### src/rtl/seg_mux_display.sv
// Multiplexed seven-segment display driver: scans DIGITS digits, frame-synchronous
// shadowing of display data, leading-zero blanking and per-digit blink.
module seg_mux_display #(
  parameter int DIGITS    = 4,
  parameter int SCAN_DIV  = 100000,
  parameter int BLINK_DIV = 32,
  parameter int LZ_BLANK  = 1
) (
  input  logic                  dp_clk,
  input  logic                  rst_n,
  input  logic [4*DIGITS-1:0]   nums,
  input  logic [DIGITS-1:0]     dp_in,
  input  logic [DIGITS-1:0]     blink_mask,
  input  logic                  load,
  output logic [6:0]            cats,
  output logic                  dp_n,
  output logic [DIGITS-1:0]     anodes,
  output logic                  frame_done
);

  localparam int CW = $clog2(SCAN_DIV);
  localparam int IW = $clog2(DIGITS);
  localparam int FW = (BLINK_DIV > 1) ? $clog2(BLINK_DIV) : 1;

  logic [CW-1:0]         pre_cnt;
  logic [IW-1:0]         dig_idx;
  logic [FW-1:0]         frm_cnt;
  logic                  blink_phase;
  logic                  tick;
  logic                  wrap_tick;

  logic [4*DIGITS-1:0]   pend_nums;
  logic [DIGITS-1:0]     pend_dp;
  logic [DIGITS-1:0]     pend_blink;
  logic [4*DIGITS-1:0]   sh_nums;
  logic [DIGITS-1:0]     sh_dp;
  logic [DIGITS-1:0]     sh_blink;

  logic [DIGITS-1:0]     lz_blank;
  logic                  lz_run;
  logic [3:0]            cur_val;
  logic                  cur_blank;

  function automatic logic [6:0] seg_decode(input logic [3:0] v);
    case (v)
      4'h0: seg_decode = 7'b1000000;
      4'h1: seg_decode = 7'b1111001;
      4'h2: seg_decode = 7'b0100100;
      4'h3: seg_decode = 7'b0110000;
      4'h4: seg_decode = 7'b0011001;
      4'h5: seg_decode = 7'b0010010;
      4'h6: seg_decode = 7'b0000010;
      4'h7: seg_decode = 7'b1111000;
      4'h8: seg_decode = 7'b0000000;
      4'h9: seg_decode = 7'b0010000;
      4'hA: seg_decode = 7'b0001000;
      4'hB: seg_decode = 7'b0000011;
      4'hC: seg_decode = 7'b1000110;
      4'hD: seg_decode = 7'b0100001;
      4'hE: seg_decode = 7'b0000110;
      default: seg_decode = 7'b0001110;
    endcase
  endfunction

  assign tick      = (pre_cnt == CW'(SCAN_DIV - 1));
  assign wrap_tick = tick && (dig_idx == IW'(DIGITS - 1));

  always_ff @(posedge dp_clk or negedge rst_n) begin
    if (!rst_n) begin
      pre_cnt     <= '0;
      dig_idx     <= '0;
      frm_cnt     <= '0;
      blink_phase <= 1'b0;
      frame_done  <= 1'b0;
    end else begin
      frame_done <= wrap_tick;
      if (tick) begin
        pre_cnt <= '0;
        dig_idx <= wrap_tick ? '0 : dig_idx + IW'(1);
      end else begin
        pre_cnt <= pre_cnt + CW'(1);
      end
      if (wrap_tick) begin
        if (frm_cnt == FW'(BLINK_DIV - 1)) begin
          frm_cnt     <= '0;
          blink_phase <= ~blink_phase;
        end else begin
          frm_cnt <= frm_cnt + FW'(1);
        end
      end
    end
  end

  // A load coinciding with the wrap tick bypasses pending so it lands this boundary.
  always_ff @(posedge dp_clk or negedge rst_n) begin
    if (!rst_n) begin
      pend_nums  <= '0;
      pend_dp    <= '0;
      pend_blink <= '0;
      sh_nums    <= '0;
      sh_dp      <= '0;
      sh_blink   <= '0;
    end else begin
      if (load) begin
        pend_nums  <= nums;
        pend_dp    <= dp_in;
        pend_blink <= blink_mask;
      end
      if (wrap_tick) begin
        sh_nums  <= load ? nums       : pend_nums;
        sh_dp    <= load ? dp_in      : pend_dp;
        sh_blink <= load ? blink_mask : pend_blink;
      end
    end
  end

  always_comb begin
    lz_blank = '0;
    lz_run   = 1'b1;
    for (int i = DIGITS - 1; i >= 0; i--) begin
      lz_run = lz_run && (sh_nums[4*i +: 4] == 4'h0) && !sh_dp[i];
      lz_blank[i] = (LZ_BLANK != 0) && (i > 0) && lz_run;
    end
  end

  // Outputs latch the digit whose slot is ending, so digit 0 is first shown after the first tick.
  assign cur_val   = sh_nums[{dig_idx, 2'b00} +: 4];
  assign cur_blank = lz_blank[dig_idx] || (blink_phase && sh_blink[dig_idx]);

  always_ff @(posedge dp_clk or negedge rst_n) begin
    if (!rst_n) begin
      anodes <= '1;
      cats   <= 7'b1111111;
      dp_n   <= 1'b1;
    end else if (tick) begin
      anodes <= ~(DIGITS'(1) << dig_idx);
      cats   <= cur_blank ? 7'b1111111 : seg_decode(cur_val);
      dp_n   <= cur_blank ? 1'b1 : ~sh_dp[dig_idx];
    end
  end

endmodule

### config.mk
export PLATFORM = sky130hd
export DESIGN_NAME = seg_mux_display
export DESIGN_NICKNAME = d
export VERILOG_FILES = /design/src/rtl/seg_mux_display.sv
export SDC_FILE = /design/constraint.sdc
export NUM_CORES = 1
export LEC_CHECK = 0
export BUFFER_PORTS_ARGS = -buffer_cell sky130_fd_sc_hd__buf_2
export CAP_MARGIN = 20
export CORE_MARGIN = 1
export CORE_UTILIZATION = 23
export DETAILED_ROUTE_END_ITERATION = 8
export SYNTH_ARGS = -nofsm -noshare
export SYNTH_HDL_FRONTEND = slang
export SYNTH_SLANG_ARGS = --single-unit
### constraint.sdc
create_clock -name dp_clk -period 3.1 [get_ports dp_clk]
set_clock_uncertainty 0.05 [all_clocks]
set_input_delay 0.155 -clock dp_clk [delete_from_list [all_inputs] [get_ports dp_clk]]
set_output_delay 0.155 -clock dp_clk [all_outputs]
set_load 0.005 [all_outputs]
==> results.json, run 1 <==
{
  "pwr-share-seq_pct": 47.9,
  "cts_tree": "built",
  "drc": 0,
  "crit_required_ns": 3.26,
  "hold_viol": 0,
  "crit_fanout": 29,
  "pin_count": 40,
  "antennaDiodeCount": 0,
  "dr.pass1.iters": 4,
  "die_x_um": 133,
  "first_iter_violations": 75,
  "min_from": "nums[7]",
  "tightest_slew_ns": 0.582,
  "avgSynthCellArea_um2": 12.6,
  "rsz0062_at_grt": "no",
  "reg2reg_from": "pre_cnt[6]",
  "swShare_pct": 21.2,
  "dieHeight_um": 133,
  "fin_crit_sh_pct": 78.8,
  "yosysWarnings": 0,
  "wl_um": 7880,
  "area_delta_synth_final_pct": 19.6,
  "ys_ff_latch": 86,
  "max-slew-margin-rel_pct": 61.1,
  "ys_types": 44,
  "yosysSeqAreaShare_pct": 55.3,
  "ir_worst_vdd_v": 0.000273,
  "htreeDepth": 3,
  "layout-drive-gt1-share_pct": 33.7,
  "cts.repair.resized": 0,
  "grt_overflow": 0,
  "comb_power_share_pct": 4.0,
  "path_clk_slew_ns": 0.07,
  "dpl.hpwl_um": 5500,
  "initial_core_util_pct": 23.6,
  "synth_nets": 352,
  "power.switching_mw": 0.514,
  "clockBufferDepth": 2,
  "yosysTopAreaCell": "dfrtp_1",
  "clkPwrFrac_pct": 48.1,
  "cellLeakagePower_nw": 2.12,
  "synthAdderAreaFrac_pct": 4.15,
  "synth_top_cell_area_share_pct": 47.3,
  "synthTopCellsByCount": "dfrtp_1 (74), mux2_2 (41), nor2_1 (25)",
  "synth_cells": 312,
  "yosys.area_share.simple_pct": 11.0,
  "fmax_mhz": 409,
  "synth-compound-area-share_pct": 4.82,
  "slew_violations": 0,
  "grt_pass1_vias": 2460,
  "seqCellArea_um2": 2170,
  "synthesis.area_um2": 3920,
  "synth.most_common_cell": "dfrtp_1",
  "report.power.total_mw": 2.42,
  "antenna_found_initial": 0,
  "status": "finished clean",
  "start_kind": "register",
  "cts_setup_buffers": 0,
  "grt_util_all_layers_pct": 9.26,
  "ant_nets": 0,
  "synth-edff-count": 0,
  "critPathLaunch": "pre_cnt[6]",
  "cts_buffers": 9,
  "yosys-top-cells-area": "dfrtp_1 (47%), mux2_2 (12%), dfstp_2 (8.0%), ha_1 (4.2%), mux4_2 (3.4%)",
  "critPathCaptureType": "register",
  "synth_top_family_by_area": "multiplexers",
  "std_cell_rows": 47,
  "vias_per_cell": 4.26,
  "wire_per_inst_um": 13.7,
  "grt_max_degree": 87,
  "place.gp.congestion": 0.762,
  "final_nets": 391,
  "synthArstFlopShare_pct": 100,
  "cp.arrival_ns": 2.61,
  "io_buffers": 39,
  "multiInputGateArea_um2": 1650,
  "synth_xor_area_share_pct": 3.13,
  "fillers": 1745,
  "power.density_nw_per_um2": 517,
  "grt_first_pass_wirelength_um": 12800,
  "clock-sinks": 86,
  "intPower_mw": 1.91,
  "clkLatencyLatePin_ns": 0.34,
  "coreArea_um2": 16600,
  "muxShareOfSynthArea_pct": 18.9,
  "cts_root_buffer": "clkbuf_16",
  "ys.flop_type": "dfrtp_1",
  "hold_ws_ns": 0.0261,
  "setup_tns_ns": 0,
  "die_area_um2": 17600,
  "vias": 2454,
  "cap_violations": 0,
  "crit_type": "register to register",
  "setup_viol_count_final": 0,
  "finalCriticalPeriod_ns": 2.44,
  "hp-class": "input pin to register"
}
[power by group through the flow]
stage	logic (mW)	clock network, mW	registers (mW)
6_report	0.0964	1.17	1.16
5_1_grt	0.108	1.24	1.16
4_1_cts	0.0945	1.20	1.16
3_5_place_dp	0.0930	0	1.18
3_3_place_gp	0.0918	0	1.18
2_1_floorplan	0.0431	0	1.18
[cell families after synthesis]
kind of cell	after synthesis
flops	86
xor+xnor	14
fa+ha+maj	13
simple gates	83
compound gates	33
buf+inv	23
mux	60
[metal layers]
metal | GRT usage [%] | vias up | share of wire, %
li1 | - | 1173 | -
met1 | 12.9 | 1219 | 49
met2 | 14.1 | 53 | 46
met3 | 1.99 | 9 | 3.7
met4 | 3.26 | 0 | 1.1
met5 | 0 | - | 0
[through the flow]
stage,instance area [µm²],util [%],setup slack (ns),instances
6_report,4690,28.3,0.657,576
5_1_grt,4690,28.3,0.507,576
4_1_cts,4650,28.0,0.621,574
3_5_place_dp,4330,26.1,0.650,558
3_3_place_gp,4330,26.1,0.718,558
2_1_floorplan,3920,-,0.748,312
[registers in the layout, summed over array words and instances, names as in the netlist]
name and flops:
pend_dp 4, dig_idx 2, cats 7, frm_cnt 5, anodes 4, sh_nums 16, sh_dp 4, pend_nums 16
pend_blink 4, frame_done 1, dp_n 1, sh_blink 4, blink_phase 1, pre_cnt 17
[timing repair]
item | 4_1_cts | 5_1_grt
hold buffers | 0 | 1
setup endpoints to repair | 0 | 0
hold endpoints to repair | 0 | 18
[critical path, cell delays in order (launching register included)]
cell and delay, ns:
dfrtp_1 0.42, or4b_4 0.57, nor4_4 0.26, nand2_2 0.15, inv_2 0.46, mux2_2 0.41
[cells in the final DEF (no fill, tap or decap), types with 9 or more instances in the layout]
master / netlist / final
a21oi_1: 9 / 9
buf_2: 1 / 38
clkbuf_16: 0 / 9
dfrtp_1: 74 / 74
dfstp_2: 12 / 12
ha_1: 13 / 13
mux2_1: 10 / 10
mux2_2: 41 / 41
nand2_1: 19 / 19
nor2_1: 25 / 25
o21ai_0: 11 / 11
[final timing paths]
| kind | to | slack [ns] | cells after the start |
|---|---|---|---|
| max in group asynchronous | cats[1] | 2.09 | 3 |
| worst min register to register | blink_phase | 0.42 | 1 |
| worst min-delay path | pend_nums[7] | 0.03 | 2 |
| worst max-delay path | sh_nums[1] | 0.66 | 5 |
| worst max register to register | sh_nums[1] | 0.66 | 5 |
| min in group asynchronous | pre_cnt[9] | 0.26 | 2 |
[area by class of cell]
cell class	count	share of cell area (%)
clock buffers	10	4.89
multi-input cells	203	35.1
flip-flops and latches	86	46.2
repair buffers	42	5.18
inverters	9	0.721
clock inverters	6	1.98
well taps	220	5.87
Power figures use the tool's default switching activity.
==> run 2: changes to the inputs <==
clock period = 2.5 ns   (was 3.1 ns; I/O delays follow)
==> run 2 against run 1 <==
Final cell count rose by 4.3%. Clock-buffer cell count up 1. Worst hold slack got worse by 0.013 ns. Sequential power rose by 24%. Clock power grew 22%. Combinational power up 50%. Register-to-register slack got worse by 0.43 ns. First-iteration DRC count is 79% higher. Via count is 3.8% higher. Critical path depth rose by 1. Setup slack got worse by 0.43 ns.
==> results.json, run 2 (synthesis gave the netlist of run 1 again) <==
{
  "status": "finished clean",
  "final_common_cell": "dfrtp_1",
  "seqCellArea_um2": 2170,
  "htreeDepth": 3,
  "grt_util_all_layers_pct": 9.94,
  "hold_viol": 0,
  "cap_violations": 0,
  "fillers": 1718,
  "cts_tree": "built",
  "setup_viol_count_final": 0,
  "grt_overflow": 0,
  "layout-drive-gt1-share_pct": 32.3,
  "cts_setup_buffers": 0,
  "final_nets": 416,
  "ant_nets": 0,
  "ir_worst_vdd_v": 0.000445,
  "cts_buffers": 9,
  "pin_count": 40,
  "drc": 0,
  "wire_per_inst_um": 13.4,
  "multiInputGateArea_um2": 1650,
  "grt_max_degree": 49,
  "io_buffers": 39,
  "area_delta_synth_final_pct": 25.6,
  "crit_type": "register to register",
  "fin_util_pct": 29.7,
  "grt_pass1_vias": 2646,
  "setup_tns_ns": 0,
  "largest_reg_flops": 17,
  "clockBufferDepth": 2,
  "cellLeakagePower_nw": 2.23,
  "clkLatencyLatePin_ns": 0.34,
  "rsz0062_at_grt": "no",
  "report.power.total_mw": 3.02,
  "holdPathStages": 2,
  "largest_registers": "pre_cnt: 17 flops, pend_nums: 16 flops, sh_nums: 16 flops",
  "hold_path_end": "pend_nums[9]",
  "wl_um": 8030,
  "finalCriticalPeriod_ns": 2.28,
  "start_kind": "register",
  "reg2regPathDepth": 6,
  "place.gp.congestion": 0.755,
  "largest-register": "pre_cnt",
  "reg2reg_to": "sh_nums[15]",
  "instances_no_fill": 601,
  "critPathLaunch": "pre_cnt[6]",
  "die_area_um2": 17600,
  "cts_root_buffer": "clkbuf_16",
  "die_x_um": 133,
  "dp_slack_ns": 0.219,
  "path_clk_slew_ns": 0.06,
  "power.density_nw_per_um2": 613,
  "antenna_found_initial": 0,
  "dpl.hpwl_um": 5730,
  "vias": 2547,
  "layout_common_cells": "dfrtp_1 (74), mux2_2 (41), buf_2 (38), nor2_1 (25), dlygate4sd3_1 (23)",
  "antennaDiodeCount": 0,
  "dr.pass1.iters": 4,
  "crit_fanout": 20,
  "grt_first_pass_wirelength_um": 13600,
  "vias_per_cell": 4.24,
  "rrSetupSlack_ns": 0.22,
  "tightest_slew_ns": 0.548,
  "min_from": "nums[9]",
  "clock-sinks": 86,
  "fmax_mhz": 439,
  "slew_violations": 0,
  "cts.repair.resized": 0,
  "cp.arrival_ns": 2.45,
  "critPathCaptureType": "register",
  "max-slew-margin-rel_pct": 63.4,
  "std_cell_rows": 47,
  "initial_core_util_pct": 23.6,
  "crit_required_ns": 2.67,
  "coreArea_um2": 16600,
  "fin_crit_sh_pct": 91.1,
  "reg2reg_from": "pre_cnt[6]",
  "worst_slack_ns": 0.224,
  "numPlacedInstances": 562,
  "dieHeight_um": 133,
  "hp-class": "input pin to register",
  "first_iter_violations": 134
}
## run 2: cell type report
| cell class | count | share of cell area [%] |
|---|---|---|
| tap | 220 | 5.59 |
| inverter | 9 | 0.686 |
| multi-input combinational | 203 | 33.4 |
| sequential | 86 | 44.0 |
| timing repair buffer | 67 | 9.71 |
| clock inverter | 5 | 1.65 |
| clock buffer | 11 | 4.93 |
## run 2: routing by layer
layer | share of wire, % | vias up | global-route usage [%]
met5 | 0 | - | 0
met4 | 1.6 | 0 | 4.15
met3 | 4.0 | 9 | 2.80
met2 | 45 | 65 | 15.1
met1 | 49 | 1251 | 13.2
li1 | - | 1222 | -
## run 2: critical path: stages (launching register included)
cell	delay, ns
dfrtp_1	0.41
or4b_4	0.57
nor4_4	0.26
nand2_2	0.15
inv_2	0.09
buf_4	0.26
mux2_2	0.37
## run 2: stage by stage
step / area, µm² / hold WS, ns
CTS: 4920 / 0.00283
global route: 4920 / 0.00872
floorplan: 3920 / -0.221
finish: 4920 / 0.0133
detailed placement: 4370 / 0.102
global placement: 4370 / 0.0852
## run 2: worst max-delay path by stage
stage / to / slack, ns / depth (start not counted)
floorplan: sh_blink[3] / 0.15 / 7
global placement: sh_nums[15] / 0.26 / 6
detailed placement: sh_nums[15] / 0.22 / 6
CTS: sh_nums[15] / 0.19 / 6
global route: sh_nums[15] / 0.04 / 7
finish: sh_nums[15] / 0.22 / 6
## run 2: report_power, final
part / leakage (nW) / internal, mW / switching [mW]
combinational: 0.984 / 0.0768 / 0.0678
sequential: 1.09 / 1.43 / 0.00940
clock: 0.156 / 0.904 / 0.528
total: 2.23 / 2.41 / 0.605
## run 2: repair_timing
action,CTS,global route
hold buffers,23,0
hold endpoints to repair,59,0
endpoints found under the setup margin,0,0
==> run 3: changes to the inputs <==
ABC_CLOCK_PERIOD_IN_PS = 2100   (was default)
clock period = 2.1 ns   (was 2.5 ns; I/O delays follow)
==> run 3 against run 2 <==
The flow now finishes with violations (negative setup slack). Maximum frequency increased by 7.5%. Core utilization is 1.7 points higher. Combinational power up 22%. Sequential share of layout area down 2.3 points. Final cell count up 4.0%. Register-to-register slack lost 0.24 ns. Sequential power increased by 19%. Clock power increased by 23%. Die area is the same.
==> results.json, run 3 (synthesis gave the netlist of run 1 again) <==
{
  "status": "complete, but fails checks",
  "violations": "negative setup slack",
  "pin_count": 40,
  "tightest_slew_ns": 0.570,
  "htreeDepth": 3,
  "slowest_delay_ns": 0.57,
  "grt_first_pass_wirelength_um": 13600,
  "first_iter_violations": 89,
  "place.gp.congestion": 0.810,
  "cts_buffers": 9,
  "initial_core_util_pct": 23.6,
  "start_kind": "register",
  "largest-register": "pre_cnt",
  "grt_overflow": 0,
  "swShare_pct": 21.0,
  "fmax_mhz": 472,
  "grt_busiest_layer": "met2",
  "grt_pass1_vias": 2613,
  "clkPwrFrac_pct": 48.2,
  "critPathCaptureType": "register",
  "pwr-share-seq_pct": 47.0,
  "crit_type": "register to register",
  "reg2reg_to": "sh_nums[4]",
  "hp-class": "input pin to async pin",
  "rsz0062_at_grt": "yes",
  "dr.pass1.iters": 4,
  "dieHeight_um": 133,
  "fin_crit_sh_pct": 101,
  "clock-sinks": 86,
  "wire_per_inst_um": 13.0,
  "wl_um": 8150,
  "grt_max_degree": 42,
  "cts_root_buffer": "clkbuf_16",
  "crit_required_ns": 2.27,
  "vias": 2625,
  "power.switching_mw": 0.765,
  "reg2reg_from": "pre_cnt[12]",
  "largest_reg_flops": 17,
  "setup_viol_count_final": 11,
  "reg2regPathDepth": 6,
  "die_x_um": 133,
  "antennaDiodeCount": 0,
  "intPower_mw": 2.88,
  "fillers": 1689,
  "die_area_um2": 17600,
  "cp.arrival_ns": 2.29,
  "power.density_nw_per_um2": 701,
  "comb_power_share_pct": 4.8,
  "ir_worst_vdd_v": 0.000362,
  "coreArea_um2": 16600,
  "grt_util_all_layers_pct": 9.91,
  "grt_util_met1_pct": 14.1,
  "largest_registers": "pre_cnt: 17 flops, pend_nums: 16 flops, sh_nums: 16 flops",
  "finalCriticalPeriod_ns": 2.12,
  "clockBufferDepth": 2,
  "slowest_stage": "or4b_4",
  "slew_violations": 0,
  "vias_per_cell": 4.20,
  "final_nets": 440,
  "placed_area_um2": 4520,
  "crit_chain": "or4b_4, nor4_4, nand2_2, inv_4, buf_12, mux2_2",
  "crit_fanout": 16,
  "cellLeakagePower_nw": 2.38,
  "max-slew-margin-rel_pct": 62.0,
  "path_clk_slew_ns": 0.06,
  "clkLatencyLatePin_ns": 0.34,
  "layout_common_cells": "dfrtp_1 (73), buf_2 (38), mux2_2 (30), nor2_1 (25), dlygate4sd3_1 (25)",
  "final_common_cell": "dfrtp_1",
  "hold_viol": 0,
  "layout-drive-gt1-share_pct": 37.3,
  "rrSetupSlack_ns": -0.02,
  "std_cell_rows": 47,
  "drc": 0,
  "ant_nets": 0,
  "io_buffers": 39,
  "cap_violations": 0,
  "cts_tree": "built",
  "final_area_um2": 5200,
  "dpl.hpwl_um": 5790,
  "grtUsageMet3_pct": 2.80,
  "worst_slack_ns": -0.0167,
  "dp_slack_ns": 0.00413,
  "met2_usage_pct": 14.3,
  "report.power.total_mw": 3.65,
  "area_delta_synth_final_pct": 32.8,
  "antenna_found_initial": 0
}
==> run 3: changes by cell type in the layout (fill, tap and decap cells not counted), sizes merged <==
cell	previous run	this run
dlygate4sd3	23	25
buf	44	66
clkinvlp	1	0
clkbuf	11	10
inv	10	12
==> run 3: repair_timing <==
action	CTS	global route
endpoints found under the setup margin	12	33
hold buffers	25	0
gates resized for setup	2	18
hold endpoints to repair	52	0
pin swaps	0	1
setup buffers	0	5
==> run 3: how the worst max path moves through the flow <==
| stage | startpoint | endpoint |
|---|---|---|
| finish | pre_cnt[12] | sh_nums[4] |
| global route | pre_cnt[12] | sh_nums[4] |
| CTS | pre_cnt[11] | sh_nums[4] |
| detailed placement | dig_idx[0] | cats[0] |
| global placement | pre_cnt[11] | sh_nums[2] |
| floorplan | pre_cnt[11] | sh_blink[3] |
==> run 3: worst max-delay path, delay by kind of cell (launching register included) <==
family	cells	cell delay, ns
simple gates	3	1.00
buf+inv	2	0.24
flops	1	0.38
mux	1	0.34
==> run 3: power groups by stage <==
stage	sequential [mW]	combinational [mW]	clock (mW)
CTS	1.71	0.181	1.81
global placement	1.74	0.142	0
floorplan	1.74	0.0636	0
finish	1.71	0.177	1.76
global route	1.72	0.198	1.87
detailed placement	1.75	0.143	0
==> run 3: stage by stage <==
stage                     util (%)  std cells  hold WS [ns]  TNS (ns)
after floorplan                  -        312        -0.241     -4.34
after global placement        27.3        579        0.0858         0
after detailed placement      27.3        579        0.0956         0
after CTS                     30.8        620         0.288  -0.00211
after global routing          31.4        625         0.332     -2.15
final                         31.4        625         0.281   -0.0840
==> run 3: per-layer routing <==
metal | share of wire, % | vias to the layer above
li1 | - | 1272
met4 | 1.4 | 0
met2 | 44 | 43
met1 | 51 | 1299
met3 | 3.5 | 11
met5 | 0 | -
==> run 3: layout make-up <==
class                      count  area (µm²)  area share, %
clock buffer                  10         239           4.59
clock inverter                 6        91.3           1.76
inverter                       9        36.3          0.697
multi-input combinational    203        1700           32.7
sequential                    86        2170           41.7
tap                          220         275           5.29
timing repair buffer          91         692           13.3
